File: config.mk
export PLATFORM = sky130hd
export DESIGN_NAME = word_packer
export DESIGN_NICKNAME = d
export VERILOG_FILES = /design/src/rtl/word_packer.sv
export SDC_FILE = /design/constraint.sdc
export NUM_CORES = 1
export LEC_CHECK = 0
export ABC_CLOCK_PERIOD_IN_PS = 3250
export BUFFER_PORTS_ARGS = -buffer_cell sky130_fd_sc_hd__buf_2
export CAP_MARGIN = 25
export CELL_PAD_IN_SITES_DETAIL_PLACEMENT = 1
export CELL_PAD_IN_SITES_GLOBAL_PLACEMENT = 1
export CORE_ASPECT_RATIO = 0.7
export CORE_MARGIN = 4
export CORE_UTILIZATION = 42
export CTS_CLUSTER_SIZE = 40
export DETAILED_ROUTE_END_ITERATION = 8
export PLACE_DENSITY = 0.85
export SYNTH_ARGS = -nofsm -noshare
export SYNTH_HDL_FRONTEND = slang
export SYNTH_SLANG_ARGS = --single-unit
File: constraint.sdc
create_clock -name clock -period 3.25 [get_ports clock]
set_input_delay 0.1625 -clock clock [delete_from_list [all_inputs] [get_ports clock]]
set_output_delay 0.1625 -clock clock [all_outputs]
set_load 0.02 [all_outputs]
File: src/rtl/word_packer.sv
// word_packer: gathers N_WORDS signed words into one packed frame for the
// downstream multiply/adder-tree stage, with ready/valid on both sides.
module word_packer #(
  parameter int unsigned N_WORDS = 12,
  parameter int unsigned NB_DATA = 8
) (
  input  logic                               clock,
  input  logic                               reset,
  input  logic [NB_DATA-1:0]                 i_data,
  input  logic                               i_valid,
  output logic                               o_ready,
  input  logic                               i_clear,
  output logic [N_WORDS*NB_DATA-1:0]         o_data,
  output logic                               o_valid,
  input  logic                               i_ready,
  output logic [$clog2(N_WORDS+1)-1:0]       o_count
);

  localparam int unsigned CW = $clog2(N_WORDS + 1);
  localparam int unsigned FW = N_WORDS * NB_DATA;

  typedef enum logic {
    FILL = 1'b0,
    FULL = 1'b1
  } state_e;

  state_e          state_q, state_d;
  logic [FW-1:0]   data_q,  data_d;
  logic [CW-1:0]   count_q, count_d;
  logic            accept;
  logic [CW-1:0]   slot;
  logic [CW-1:0]   count_inc;

  // Ready depends only on state and downstream ready, never on i_valid.
  assign o_ready   = (state_q == FILL) || i_ready;
  assign accept    = i_valid && o_ready;
  // A word accepted while a frame is held starts the next frame at slot 0.
  assign slot      = (state_q == FULL) ? '0 : count_q;
  assign count_inc = slot + CW'(1);

  // Next-state: clear beats handshake; a held frame is released by i_ready.
  always_comb begin
    state_d = state_q;
    data_d  = data_q;
    count_d = count_q;
    if (i_clear) begin
      state_d = FILL;
      count_d = '0;
    end else if (accept) begin
      for (int unsigned s = 0; s < N_WORDS; s++) begin
        if (slot == CW'(s)) begin
          data_d[s*NB_DATA +: NB_DATA] = i_data;
        end
      end
      count_d = count_inc;
      state_d = (count_inc == CW'(N_WORDS)) ? FULL : FILL;
    end else if ((state_q == FULL) && i_ready) begin
      state_d = FILL;
      count_d = '0;
    end
  end

  // State register with synchronous active-low reset.
  always_ff @(posedge clock) begin
    if (!reset) begin
      state_q <= FILL;
      data_q  <= '0;
      count_q <= '0;
    end else begin
      state_q <= state_d;
      data_q  <= data_d;
      count_q <= count_d;
    end
  end

  assign o_data  = data_q;
  assign o_valid = (state_q == FULL);
  assign o_count = count_q;

endmodule

# Yosys cells after proc, flatten, opt, wreduce, memory -nomap -nowiden
# Cells that the tools add are included.
# W data, S select, Z words.
[word_totals] inputBits=13 reg_bits=101
[op_classes] n_reduce_logical=18 n_eq_ne=12 addsub=1 bitwise_logic=3 muxes=6
[ops] cell="$reduce_and A3 Y1" count=12
[ops] cell="$eq A4 B4 Y1 const B" count=5
[ops] cell="$eq A4 B3 Y1 const B" count=4
[ops] cell="$mux W4" count=3
[ops] cell="$eq A4 B2 Y1 const B" count=2
[ops] cell="$add A4 B1 Y4 const B" count=1
[ops] cell="$eq A4 B1 Y1 const B" count=1
[ops] cell="$logic_not A4 Y1" count=1
[ops] cell="$mux W1" count=3
[ops] cell="$not A1 Y1" count=3
[ops] cell="$logic_and A1 B1 Y1" count=2
[ops] cell="$reduce_bool A2 Y1" count=1
[ops] cell="$reduce_or A2 Y1" count=1
[ops] cell="$logic_or A1 B1 Y1" count=1

# Depth between registers and ports, before layout
[logic_depth] word_depth=5 ltp_mapped=7 depth_no_buf=6

# Worst setup path before layout
# No wires, ideal clock.
[synth_path] kind="reg-to-reg" from="register count_q[3], in the netlist o_count[3]" to="register data_q[88], in the netlist o_data[88]" path_stages_with_launch=6 setup_ns=0.073 t_arrival_ns=1.677 required_ns=3.177 path_slack_ns=1.500 cell_sequence="dfxtp_1 -> buf_6 -> or3b_1 -> buf_6 -> nor3_4 -> mux2i_1"
[synth_between] elab_chain_len=3
[synth_rtl] element="from (decl)" line="29" rtl="logic [CW-1:0] count_q, count_d;"
[synth_rtl] element="from (signal assigned)" line="72" rtl="count_q <= count_d;"
[synth_rtl] element="$mux W4" line="38" rtl="assign slot = (state_q == FULL) ? '0 : count_q;"
[synth_rtl] element="$eq A4 B4 Y1" line="51" rtl="if (slot == CW'(s)) begin"
[synth_rtl] element="$reduce_and A3 Y1 (no line)"
[synth_rtl] element="to (signal assigned)" line="71" rtl="data_q <= data_d;"
[synth_rtl] element="to (decl)" line="28" rtl="logic [FW-1:0] data_q, data_d;"
# Every way passes these cells.
# A chain may end at the register's enable or synchronous reset.

# Worst setup path in the final report
[layout_path] from="register count_q[3], in the netlist o_count[3]" to="register data_q[72], in the netlist o_data[72]"
# The elaborated chain is that of the path after synthesis.

==> results.cfg <==
[synth]
synthCells = 395
netlist_top_cells_area = dfxtp_1, mux2i_1, nand2_1
synth-simple-area-share_pct = 17.80
synth-edff-count = 0
syn_nets = 410
syn_avg_cell_area_um2 = 10.18
synth-async-reset-ratio_pct = 0
yosysSeqAreaShare_pct = 50.30
synth_xor_area_share_pct = 0.2179
ys.flop_type = dfxtp_1
synthDistinctLibCells = 41
synth_area_leader_cell = dfxtp_1
synth_top_family_by_area = multiplexers
synth_warnings = 0
synth_compound_area_share_pct = 7.190
ys_ff_latch = 101
synth_top_area_share_pct = 50.30
synthMuxAreaShare_pct = 20.17
synth-adder-area-share_pct = 0.6225
syn_area_um2 = 4020

[global_routing]
grt_max_degree = 56
grt_util_all_layers_pct = 20.86
grt_pass1_vias = 3455
overflow = 0
antenna_found_initial = 0
grt_first_pass_wirelength_mm = 18.80

[setup_path]
rr_endpoint = o_data[72]$_SDFFE_PN0P_
crit-reg2reg-launch = o_count[3]$_SDFFE_PP0P_
crit_required_ps = 3450
crit_path_end_kind = flip-flop
worstPathArrival_ps = 2370
cp-start-kind = flip-flop
critPathMaxFanout = 10
ff2ff_path_depth = 3
ff2ff_setup_slack_ps = 1080
critical_path_class = reg2reg

[placement]
port_buffers = 114
dp_hpwl_mm = 8.337
place_congestion = 0.7909
pre_cts_ws_ps = 1161

[clock_network]
clock-sinks = 101
cts_setup_buffers = 0
cts_resized = 0
cts_root_buffer = clkbuf_16
cts_buffer_depth = 2
cts_tree = built
hold_buffers = 0
clock_latency_ps = 340
cts_made_buffers = 9
clkTransAtPathRegs_ps = 70
cts_htree_levels = 3

[die]
boundaryPins = 115
die_area_um2 = 11230
initial_core_util_pct = 43.79
coreArea_um2 = 9180
die_width_um = 124.9
die_y_um = 89.86
fp-row-count = 29

[timing]
slew_violations = 0
setup-violations-final = 0
max_freq_ghz = 0.4617
hold_viol = 0
layout_setup_ws_ps = 1084
final.setup.tns_ps = 0
rsz0062_at_grt = false
skew_ps = 11.08
slew_headroom_pct = 38.60
tightest_slew_ps = 919.2
fin_crit_ps = 2166
post-route-period-util_pct = 66.65

[power]
p_per_area_nw_per_um2 = 490.4
power.leakage_nw = 2.429
power_mw = 2.409
vdd_ir_drop_max_mv = 0.2605

[job]
drv_cap = 0

[route]
drt-vias-per-instance = 5.408
dr.pass1.iters = 4
wl_per_cell_um = 19.25
drcViolationCount = 0
ant_nets = 0
wl_mm = 11.99
drt_iter0_drc = 190
vias = 3369

[finish]
most-common-layout-cells = buf_2, dfxtp_1, nand2_1
final_net_count = 510
fin_util_pct = 53.50
areaGrowthSynthToFinish_pct = 22.16
final_layout_size_suffix_gt1_share_pct = 29.26
final_common_cell = buf_2
fillers = 1048
antenna_cells = 0

[hold_path]
hp-start = i_data[6]
hold-path-cell-count = 3
hp-class = in2reg
min_to = o_data[38]$_SDFFE_PN0P_

[outcome]
status = completed
-- metrics by stage --
| stage | hold WS, ps | cells | cell area [um^2] |
|---|---|---|---|
| 6_report | 99.61 | 623 | 4911 |
| 5_1_grt | 110.8 | 623 | 4911 |
| 4_1_cts | 85.51 | 623 | 4911 |
| 3_5_place_dp | 449.5 | 608 | 4629 |
| 3_3_place_gp | 438.8 | 608 | 4629 |
| 2_1_floorplan | 309.1 | 395 | 4020 |
-- routing by layer --
metal,vias up,wire length [um],part of all wire [%],GRT usage (%)
met5,-,0,0,0
met1,1692,5782,48,28.90
met3,16,665,5.5,5.569
met2,110,5384,45,32.51
li1,1551,-,-,-
met4,0,159,1.3,5.325
-- sequential cells by signal, summed over array words and instances (netlist names) --
register and flops:
o_data 96, o_count 4, o_valid 1
-- how the worst max path moves through the flow --
stage                     slack [ps]                    start                 endpoint
final                           1080  o_count[3]$_SDFFE_PP0P_  o_data[72]$_SDFFE_PN0P_
after global routing             970  o_count[3]$_SDFFE_PP0P_  o_data[79]$_SDFFE_PN0P_
after CTS                       1120  o_count[3]$_SDFFE_PP0P_  o_data[72]$_SDFFE_PN0P_
after detailed placement        1160                  i_valid  o_data[57]$_SDFFE_PN0P_
after global placement          1200  o_count[3]$_SDFFE_PP0P_  o_data[74]$_SDFFE_PN0P_
after floorplan                 1500  o_count[3]$_SDFFE_PP0P_  o_data[88]$_SDFFE_PN0P_
-- cells in the mapped netlist (2+ instances only) --
| cell | count |
|---|---|
| o21bai_1 | 2 |
| mux2i_1 | 81 |
| a21oi_1 | 4 |
| or3b_2 | 2 |
| nand4_4 | 2 |
| ha_1 | 2 |
| dfxtp_1 | 101 |
| inv_1 | 4 |
| nand2b_1 | 4 |
| o21ai_0 | 16 |
| nand4_2 | 4 |
| buf_6 | 3 |
| a21boi_0 | 9 |
| nand3_1 | 17 |
| nor2_1 | 2 |
| a21boi_1 | 7 |
| clkbuf_1 | 15 |
| nand2_1 | 90 |
| buf_2 | 8 |
-- where the power goes --
| part | internal (mW) | switching, mW |
|---|---|---|
| clock network | 0.532 | 0.495 |
| registers | 1.25 | 0.00914 |
| logic | 0.0347 | 0.0927 |
| total | 1.81 | 0.597 |
-- kinds of logic after synthesis --
| logic type | after synthesis |
|---|---|
| adders and majority gates | 2 |
| and+or+nand+nor | 135 |
| xor gates and xnor gates | 1 |
| AOI/OAI and AO/OA | 44 |
| buffers and inverters | 31 |
| muxes | 81 |
| DFF | 101 |
-- final cells by class --
cell class	count	area, um^2	area share (%)
clock buffer	9	225.2	4.586
clock inverter	6	56.30	1.146
inverter	4	15.01	0.3057
multi-input combinational	263	1849	37.66
sequential	101	2022	41.17
tap	124	155.1	3.159
timing repair buffer	116	588.1	11.97
-- critical path: stages, from the launching register on --
cell and delay, ps:
dfxtp_1 570, nor3b_2 760, nand4_2 460, mux2i_1 230
Power figures use the tool's default switching activity.
